--- src/rtl/car_types_pkg.sv ---
// Shared light/phase encodings and default lane and timing constants for the crossroad controllers.
package car_types_pkg;

  typedef enum logic [1:0] {
    RED    = 2'd0,
    YELLOW = 2'd1,
    GREEN  = 2'd2
  } strafic_light_t;

  typedef enum logic [2:0] {
    ALL_RED_BA = 3'd0,
    A_GREEN    = 3'd1,
    A_YELLOW   = 3'd2,
    ALL_RED_AB = 3'd3,
    B_GREEN    = 3'd4,
    B_YELLOW   = 3'd5
  } crossroad_status_t;

  localparam int DEF_NUM_LANES       = 2;
  localparam int DEF_MAX_CARS        = 15;
  localparam int DEF_GREEN_TICKS     = 8;
  localparam int DEF_YELLOW_TICKS    = 2;
  localparam int DEF_ALL_RED_TICKS   = 1;
  localparam int DEF_MIN_GREEN_TICKS = 3;

  function automatic crossroad_status_t next_phase(input crossroad_status_t s);
    case (s)
      ALL_RED_BA: next_phase = A_GREEN;
      A_GREEN:    next_phase = A_YELLOW;
      A_YELLOW:   next_phase = ALL_RED_AB;
      ALL_RED_AB: next_phase = B_GREEN;
      B_GREEN:    next_phase = B_YELLOW;
      default:    next_phase = ALL_RED_BA;
    endcase
  endfunction

endpackage

--- src/rtl/lane_queue_counter.sv ---
// One lane's car queue: rising-edge detect on arrivals, saturating up/down count, sticky overflow.
module lane_queue_counter #(
  parameter int MAX_CARS = 15
) (
  input  logic                              clk,
  input  logic                              rst_n,
  input  logic                              arrive_i,
  input  logic                              depart_i,
  output logic [$clog2(MAX_CARS+1)-1:0]     count_o,
  output logic                              overflow_o
);

  localparam int CNT_W = $clog2(MAX_CARS + 1);

  logic             arr_q, arr_prev_q;
  logic             arr_edge;
  logic [CNT_W-1:0] cnt_q, cnt_d;
  logic             ovf_q, ovf_d;

  assign arr_edge = arr_q & ~arr_prev_q;

  // A simultaneous arrival and departure cancel, so saturation and overflow never trigger on them.
  always_comb begin
    cnt_d = cnt_q;
    ovf_d = ovf_q;
    if (arr_edge && !depart_i) begin
      if (cnt_q == CNT_W'(MAX_CARS)) ovf_d = 1'b1;
      else                           cnt_d = cnt_q + CNT_W'(1);
    end else if (depart_i && !arr_edge && cnt_q != '0) begin
      cnt_d = cnt_q - CNT_W'(1);
    end
  end

  always_ff @(posedge clk) begin
    if (!rst_n) begin
      arr_q      <= 1'b0;
      arr_prev_q <= 1'b0;
      cnt_q      <= '0;
      ovf_q      <= 1'b0;
    end else begin
      arr_q      <= arrive_i;
      arr_prev_q <= arr_q;
      cnt_q      <= cnt_d;
      ovf_q      <= ovf_d;
    end
  end

  assign count_o    = cnt_q;
  assign overflow_o = ovf_q;

endmodule

--- src/rtl/car_crossroad_multilane.sv ---
// Two-approach, multi-lane crossroad: tick-timed phase FSM, registered lights, per-lane queues.
// Define CROSSROAD_SKIP_IDLE_EN to cut an idle green short once MIN_GREEN_TICKS have elapsed.
//
// state      | meaning
// ALL_RED_BA | clearance after B, reset state
// A_GREEN    | A flows, departures drain A lanes
// A_YELLOW   | A stopping
// ALL_RED_AB | clearance after A
// B_GREEN    | B flows, departures drain B lanes
// B_YELLOW   | B stopping
module car_crossroad_multilane
  import car_types_pkg::*;
#(
  parameter int NUM_LANES       = DEF_NUM_LANES,
  parameter int MAX_CARS        = DEF_MAX_CARS,
  parameter int GREEN_TICKS     = DEF_GREEN_TICKS,
  parameter int YELLOW_TICKS    = DEF_YELLOW_TICKS,
  parameter int ALL_RED_TICKS   = DEF_ALL_RED_TICKS,
  parameter int MIN_GREEN_TICKS = DEF_MIN_GREEN_TICKS
) (
  input  logic                                      clk,
  input  logic                                      rst_n,
  input  logic                                      tick_in,
  input  logic                                      depart_in,
  input  logic [NUM_LANES-1:0]                      arrive_a_in,
  input  logic [NUM_LANES-1:0]                      arrive_b_in,
  output strafic_light_t                            light_a,
  output strafic_light_t                            light_b,
  output crossroad_status_t                         status,
  output logic [NUM_LANES*$clog2(MAX_CARS+1)-1:0]   count_a,
  output logic [NUM_LANES*$clog2(MAX_CARS+1)-1:0]   count_b,
  output logic [NUM_LANES-1:0]                      overflow_a,
  output logic [NUM_LANES-1:0]                      overflow_b
);

  localparam int CNT_W   = $clog2(MAX_CARS + 1);
  localparam int MAX_GY  = (GREEN_TICKS > YELLOW_TICKS) ? GREEN_TICKS : YELLOW_TICKS;
  localparam int MAX_RM  = (ALL_RED_TICKS > MIN_GREEN_TICKS) ? ALL_RED_TICKS : MIN_GREEN_TICKS;
  localparam int MAX_DUR = (MAX_GY > MAX_RM) ? MAX_GY : MAX_RM;
  localparam int TMR_W   = $clog2(MAX_DUR + 1);

  crossroad_status_t state_q, state_d;
  logic [TMR_W-1:0]  timer_q, timer_d;
  strafic_light_t    light_a_q, light_a_d, light_b_q, light_b_d;
  logic              dep_q, dep_prev_q;
  logic              dep_a, dep_b;
  logic              skip;

  function automatic logic [TMR_W-1:0] phase_last(input crossroad_status_t s);
    case (s)
      A_GREEN, B_GREEN:   phase_last = TMR_W'(GREEN_TICKS - 1);
      A_YELLOW, B_YELLOW: phase_last = TMR_W'(YELLOW_TICKS - 1);
      default:            phase_last = TMR_W'(ALL_RED_TICKS - 1);
    endcase
  endfunction

`ifdef CROSSROAD_SKIP_IDLE_EN
  logic a_idle, b_idle;
  assign a_idle = ~|count_a;
  assign b_idle = ~|count_b;
  assign skip   = ((state_q == A_GREEN && a_idle && !b_idle) ||
                   (state_q == B_GREEN && b_idle && !a_idle)) &&
                  (timer_q >= TMR_W'(MIN_GREEN_TICKS - 1));
`else
  assign skip = 1'b0;
`endif

  // Lights decode the next state so they change in the same cycle as status.
  always_comb begin
    state_d   = state_q;
    timer_d   = timer_q;
    light_a_d = RED;
    light_b_d = RED;
    if (tick_in) begin
      if (timer_q == phase_last(state_q) || skip) begin
        state_d = next_phase(state_q);
        timer_d = '0;
      end else begin
        timer_d = timer_q + TMR_W'(1);
      end
    end
    case (state_d)
      A_GREEN:  light_a_d = GREEN;
      A_YELLOW: light_a_d = YELLOW;
      B_GREEN:  light_b_d = GREEN;
      B_YELLOW: light_b_d = YELLOW;
      default:  ;
    endcase
  end

  always_ff @(posedge clk) begin
    if (!rst_n) begin
      state_q    <= ALL_RED_BA;
      timer_q    <= '0;
      light_a_q  <= RED;
      light_b_q  <= RED;
      dep_q      <= 1'b0;
      dep_prev_q <= 1'b0;
    end else begin
      state_q    <= state_d;
      timer_q    <= timer_d;
      light_a_q  <= light_a_d;
      light_b_q  <= light_b_d;
      dep_q      <= depart_in;
      dep_prev_q <= dep_q;
    end
  end

  assign dep_a = dep_q && !dep_prev_q && (state_q == A_GREEN);
  assign dep_b = dep_q && !dep_prev_q && (state_q == B_GREEN);

  for (genvar i = 0; i < NUM_LANES; i++) begin : g_lane
    lane_queue_counter #(.MAX_CARS(MAX_CARS)) u_a (
      .clk        (clk),
      .rst_n      (rst_n),
      .arrive_i   (arrive_a_in[i]),
      .depart_i   (dep_a),
      .count_o    (count_a[i*CNT_W +: CNT_W]),
      .overflow_o (overflow_a[i])
    );
    lane_queue_counter #(.MAX_CARS(MAX_CARS)) u_b (
      .clk        (clk),
      .rst_n      (rst_n),
      .arrive_i   (arrive_b_in[i]),
      .depart_i   (dep_b),
      .count_o    (count_b[i*CNT_W +: CNT_W]),
      .overflow_o (overflow_b[i])
    );
  end

  assign status  = state_q;
  assign light_a = light_a_q;
  assign light_b = light_b_q;

endmodule

--- config.mk ---
export PLATFORM = sky130hd
export DESIGN_NAME = car_crossroad_multilane
export DESIGN_NICKNAME = d
export VERILOG_FILES = /design/src/rtl/car_types_pkg.sv /design/src/rtl/lane_queue_counter.sv /design/src/rtl/car_crossroad_multilane.sv
export SDC_FILE = /design/constraint.sdc
export NUM_CORES = 1
export LEC_CHECK = 0
export ABC_AREA = 1
export BUFFER_PORTS_ARGS = -buffer_cell sky130_fd_sc_hd__clkbuf_2
export CAP_MARGIN = 15
export CORE_AREA = 10 10 87 66
export DETAILED_ROUTE_END_ITERATION = 7
export DIE_AREA = 0 0 97 76
export PLACE_DENSITY_LB_ADDON = 0.08
export REMOVE_ABC_BUFFERS = 1
export SYNTH_ARGS = -nofsm -noshare
export SYNTH_HDL_FRONTEND = slang
export SYNTH_SLANG_ARGS = --single-unit
--- constraint.sdc ---
create_clock -name clk -period 3.6 [get_ports clk]
set_input_delay 0.9 -clock clk [delete_from_list [all_inputs] [get_ports clk]]
set_output_delay 0.9 -clock clk [all_outputs]
set_load 0.05 [all_outputs]
# Word level (Yosys, flattened, before mapping)
# Cells that the tools add are included.
[totals]
latch_bits = 0
input_bits = 8
mem_bits_rw = 0
mem_count = 0
romBits = 0
ff_bits = 41
out_inout_bits = 27
elab_cells = 118
[classes]
n_lt_le_gt_ge = 0
shift = 0
reduce_logical = 41
n_eq_ne = 18
mul = 0
mux = 20
add_sub_neg = 9
n_bitwise = 8
div = 0
[ops]
columns = ["op", "n"]
rows = [
  ["two-way mux 4 bit", 14],
  ["adder 4 x 1 -> 4 bit (second input constant)", 5],
  ["== test 4 bit (second input constant)", 4],
  ["AND reduction 2 bit", 8],
  ["nonzero test 4 bit", 4],
  ["subtractor 4 x 1 -> 4 bit (second input constant)", 4],
  ["logical AND 1 bit", 15],
  ["case mux 3 bit (5 select lines)", 1],
  ["== test 3 bit (second input constant)", 4],
  ["== test 3 x 2 -> 1 bit (second input constant)", 3],
  ["!= test 2 bit (second input constant)", 4],
  ["case mux 2 bit (2 select lines)", 2],
  ["nonzero test 2 bit", 4],
  ["logical NOT 1 bit", 7],
  ["== test 3 x 1 -> 1 bit (second input constant)", 2],
  ["two-way mux 3 bit", 2],
  ["case mux 3 bit (2 select lines)", 1],
  ["bitwise AND 1 bit", 4],
  ["== test 4 bit", 1],
  ["NOT 1 bit", 4],
  ["OR reduction 2 bit", 2],
  ["logical NOT 3 bit", 1],
]

# Logic depth before layout (Yosys ltp)
[logic_depth]
depth_word = 9
depth_mapped = 14
mapped_depth_nobuf = 14

# Modules after synthesis
# From an unflattened synthesis, not the netlist that was laid out.
[unflattened]
hier_cells = 321
area_unflattened_um2 = 2299.7
[modules_own_cells]
columns = ["mod", "seq_area_each_um2", "cells_each", "instances", "area_each_um2"]
rows = [
  ["lane_queue_counter (g_lane[0].u_b ...)", 140.1, 58, 3, 415.4],
  ["car_crossroad_multilane", 260.2, 89, 1, 636.9],
  ["lane_queue_counter (g_lane[0].u_a)", 140.1, 58, 1, 416.6],
]

# Least setup slack after synthesis
# No wires, ideal clock.
[synth_path]
path_type = "flip-flop to flip-flop"
start = "reg state_q[2], in the netlist status[2]"
end = "reg g_lane[1].u_a.cnt_q[3]"
required_time_ps = 3484
t_arrival_ps = 2180
setup_ps = 116
path_buffers = 0
period_less_slack_ps = 2297
setup_slack_ps = 1303
path_stages_with_launch = 14
path_cell_list = "dfxtp_1 > inv_2 > nand3_4 > inv_2 > nand3_4 > nand2_1 > ha_1 > and3_1 > nor2_1 > inv_1 > nand2_1 > nand4_1 > nand2_1 > nor2_1"
[synth_between]
elab_chain_cells = 6
elab_cells_between_ends = 10
cone_classes = "eq/ne: 2; mux: 1; reduce/logical: 7"
[synth_lines]
columns = ["element", "line_no", "source"]
rows = [
  ["start: declaration", "car_crossroad_multilane.sv:42", "crossroad_status_t state_q, state_d;"],
  ["start signal: assignment", "car_crossroad_multilane.sv:100", "state_q <= state_d;"],
  ["== test 3 x 1 -> 1 bit (*)", "car_crossroad_multilane.sv:109", "assign dep_a = dep_q && !dep_prev_q && (state_q == A_GREEN);"],
  ["logical AND 1 bit (*)", "car_crossroad_multilane.sv:109", ""],
  ["logical NOT 1 bit or logical AND 1 bit (tied branches)", "lane_queue_counter.sv:26, lane_queue_counter.sv:29", ""],
  ["logical AND 1 bit, on equally long branches", "lane_queue_counter.sv:26, lane_queue_counter.sv:29", ""],
  ["!= test 2 bit (no source line) or nonzero test 2 bit (tied branches)", "-", ""],
  ["AND reduction 2 bit (no source line)", "-", ""],
  ["end signal: assignment", "lane_queue_counter.sv:43", "cnt_q <= cnt_d;"],
  ["end: declaration", "lane_queue_counter.sv:17", "logic [CNT_W-1:0] cnt_q, cnt_d;"],
]
# Mark *: on every way between the ends. The rest lies on a longest branch, timed or not.
# A chain may end at the register's enable or synchronous reset.

# Worst setup path after layout
[layout_path]
start = "reg state_q[2], in the netlist status[2]"
end = "reg g_lane[0].u_a.cnt_q[3]"
[layout_between]
elab_chain_cells = 6
elab_cells_between_ends = 10
cone_classes = "eq/ne: 2; mux: 1; reduce/logical: 7"
[layout_lines]
columns = ["element", "line_no"]
rows = [
  ["== test 3 x 1 -> 1 bit (*)", "car_crossroad_multilane.sv:109"],
  ["logical AND 1 bit (*)", "car_crossroad_multilane.sv:109"],
  ["logical NOT 1 bit or logical AND 1 bit (tied branches)", "lane_queue_counter.sv:26, lane_queue_counter.sv:29"],
  ["logical AND 1 bit, on equally long branches", "lane_queue_counter.sv:26, lane_queue_counter.sv:29"],
  ["!= test 2 bit (no source line) or nonzero test 2 bit (tied branches)", "-"],
  ["AND reduction 2 bit (no source line)", "-"],
  ["end signal: assignment", "lane_queue_counter.sv:43"],
  ["end: declaration", "lane_queue_counter.sv:17"],
]
# Marks and branches as above.

==> summary.md <==
| Metric | Value |
|---|---|
| CTS tree | done |
| NetSw | 0.6274 mW |
| Worst slew margin | 0.8131 |
| Most common cell after layout, fill and taps aside | nand2_1 |
| Placed cell areas | around 0.0023 mm^2 |
| Register clock-pin slew on the reported worst setup and hold paths | approximately 80 ps |
| GR met1 Demand/Resource | 0.1589 |
| Pin count of the biggest net entering global routing | 24 |
| Top cell type's share of synthesized area | 0.3898 |
| P&R area growth vs syn | 13.67% |
| Core area | about 0.0042 mm^2 |
| Root Buffer | clkbuf_8 |
| Post-route cell area | between 0.002 and 0.0025 mm^2 |
| CP cell instances | inv_2 > nand3_4 > inv_2 > nand3_4 > nand2_1 > ha_1 > and3_1 > nor2_1 > nand3_1 > a31oi_1 > nor2_1 |
| CP endpoint kind | flop |
| H-tree depth | 2 |
| First-pass GRT wire length | roughly 7600 um |
| Worst R2R Path Depth | 11 |
| Final Hold Viols | 0 |
| Startpoint Class | flop |
| Vias/cell | between 4 and 5 |
| Commonest cells after routing, fill and taps aside | nand2_1, nor2_1, dfxtp_1, clkbuf_2, inv_1 |
| Layout Cells excl Fill | about 370 |
| MaxCap Viol Count | 0 |
| CTS Sinks | 41 |
| Synthesized instance count | 275 |
| Die Span X | 97 um |
| Placed cell count | about 360 |
| DRT iter0 DRCs | 71 |
| Post-CTS sizing | 0 |
| Met2 usage | 0.1713 |
| Top post-synthesis cells by area | dfxtp_1, nand2_1, nor2_1 |
| Site Rows | 20 |
| Final worst-path cycle share | 0.5884 |
| Critical path destination | g_lane[0].u_a.count_o[3] |
| Clock Power Share | 0.203 |
| CTS Buf Count | 5 |
| Die area | between 0.007 and 0.008 mm^2 |
| Setup tns final | 0 ps |
| Gate power share | 0.400 |
| Pre-antenna DRT Iters | 5 |
| Share of layout cells above drive strength 1 | 0.2058 |
| Post-DP HPWL | ~3300 um |
| Max Slew Vio Count | 0 |
| Via count | about 1800 |
| Initial antenna violation count | 0 |
| Drt wl/cell | between 10 and 15 um |
| Leakage | around 1.2 nW |
| Antenna cells | 0 |
| Hold Slack | about 430 ps |
| Cell taking the most area after synthesis | dfxtp_1 |
| Port Buf Inserts | 34 |
| Met3 GRT Util | 0.03804 |
| Initial Utilization | 0.5039 |
| Final wirelength | approximately 4300 um |
| I/O pins | 35 |
| Gr usage total | 0.1184 |
| Flop and latch count out of synthesis | 41 |
| WP data arrival | ~2300 ps |
| DR DRC count | 0 |
| Setup CP Type | reg2reg |
| Unique masters post-synth | 30 |
| Syn_area_per_cell | approximately 7.7 um^2 |
| Final Setup Violations | 0 |
| Critical Path Source | status[2] |
| Pwr dens | 603.0 mW/mm^2 |
| Sequential element share of the synthesized area | 0.3898 |
| Die height | 76 um |
| Final #Nets | ~330 |
| Top Usage Layer GRT | met2 |
| Final Total Pwr | between 1 and 1.5 mW |
| RR Endpoint | g_lane[0].u_a.count_o[3] |
| Tmin final | 2118 ps |
| HP Class | reg2reg |
| Crit path required time | between 3000 and 4000 ps |
| Internal power component | 0.8160 mW |
| Tightest Pin Transition | around 280 ps |
| CP max-delay cell | dfxtp_1 |
| Max VDD drop | just over 0.4 mV |
| Gr ovfl total | 0 |
| GPL Wtd Cong | 0.8840 |
| Number of routed nets with antenna violations | 0 |
| Reg-to-reg slack, setup | 1480 ps |
| Setup Fix Bufs, Post-CTS | 0 |
| Cell Area, Synth | between 0.002 and 0.0025 mm^2 |
| Unrepaired setup endpoints after global routing | no |
| Crit-path max cell delay | approximately 440 ps |
| Fmax | 472.1 MHz |
| Sequential share of power | 0.397 |
| Reg2reg start | status[2] |
| Max clock buf depth | 2 |
| Vias in the first global route | 1693 |
| Clk_skew | between 7 and 8 ps |
| Worst-path maximum fanout | 7 |
| Clock latency at the later pin of the worst-skew pair | ~300 ps |
| Syn. warnings | 0 |
| Hold Buf Count CTS | 0 |
| Status | complete, no violations |
| Switching portion of total power | 0.4347 |
## critical path, delay by kind of cell, from the launching register on
family          cells  cell delay [ps]
buf+inv             2              170
fa+ha+maj           1              360
flops               1              440
simple gates        7              870
compound gates      1              180
## metrics by stage
stage                     utilization  setup WS, ps
after floorplan                     -          1305
after global placement         0.5530          1514
after detailed placement       0.5530          1473
after CTS                      0.5728          1470
after global routing           0.5728          1286
final                          0.5728          1482
## cell type report
class	count	area, um^2
clock buffers	6	72.57
clock inverters	2	10.01
fillers	397	1785
inverters	32	120.1
multi-input cells	195	1124
flip-flops and latches	41	820.8
well taps	55	68.82
repair buffers	35	177.7
## layer usage
layer  routed length [um]  part of all wire  vias to the layer above
li1                     -                 -                      968
met1                 2222              0.52                      785
met2                 1759              0.41                       47
met3                  250             0.058                        6
met4                   60             0.014                        0
met5                    0                 0                        -
## cells in the mapped netlist
cell type,instances
a21boi_2,1
nor3_1,2
a21oi_1,14
o21a_1,4
a211oi_1,4
inv_2,5
nand3_1,15
buf_1,1
xnor2_1,5
clkbuf_1,2
o21ai_0,11
a31oi_1,4
inv_1,27
nand2_2,8
nand4_1,9
xor2_1,1
nand4_2,1
nand2_1,49
nor2_1,42
buf_4,4
or2_2,1
dfxtp_1,41
nand3b_1,1
and3_1,4
nor2_4,1
nand3_4,2
nor2_2,1
ha_1,9
nand3_2,2
fa_1,4
## worst min-delay path by stage
stage / from / end / cells after the start
global placement: g_lane[0].u_a.arr_q / g_lane[0].u_a.arr_prev_q / 2
floorplan: g_lane[0].u_a.arr_q / g_lane[0].u_a.arr_prev_q / 2
detailed placement: g_lane[0].u_b.arr_q / g_lane[0].u_b.arr_prev_q / 2
global route: g_lane[1].u_a.arr_q / g_lane[1].u_a.arr_prev_q / 2
finish: g_lane[0].u_b.arr_q / g_lane[0].u_b.arr_prev_q / 2
CTS: g_lane[0].u_b.arr_q / g_lane[0].u_b.arr_prev_q / 2
## kinds of logic (layout without fill, tap and decap cells)
logic type	Yosys count	count (layout)	share of synthesized area
adders and majority gates	13	13	0.09151
buffers and inverters	39	75	0.07665
xor gates and xnor gates	6	6	0.02496
AOI/OAI and AO/OA	38	38	0.1052
DFF	41	41	0.3898
and+or+nand+nor	138	138	0.3119
## sequential cells by signal (all words and copies together) (netlist names)
register / flops
g_lane.u_b.arr_q: 2
status: 3
g_lane.u_a.count_o: 8
dep_q: 1
g_lane.u_a.overflow_o: 2
g_lane.u_a.arr_q: 2
light_b: 2
dep_prev_q: 1
g_lane.u_b.overflow_o: 2
light_a: 2
g_lane.u_b.arr_prev_q: 2
g_lane.u_b.count_o: 8
timer_q: 4
g_lane.u_a.arr_prev_q: 2
## power groups by stage
stage	Sequential (mW)	Combinational (mW)	Clock [mW]
2_1_floorplan	0.721	0.320	0
3_3_place_gp	0.582	0.576	0
3_5_place_dp	0.584	0.578	0
4_1_cts	0.574	0.581	0.304
5_1_grt	0.582	0.647	0.319
6_report	0.573	0.577	0.293
(Power assumes the default switching activity.)
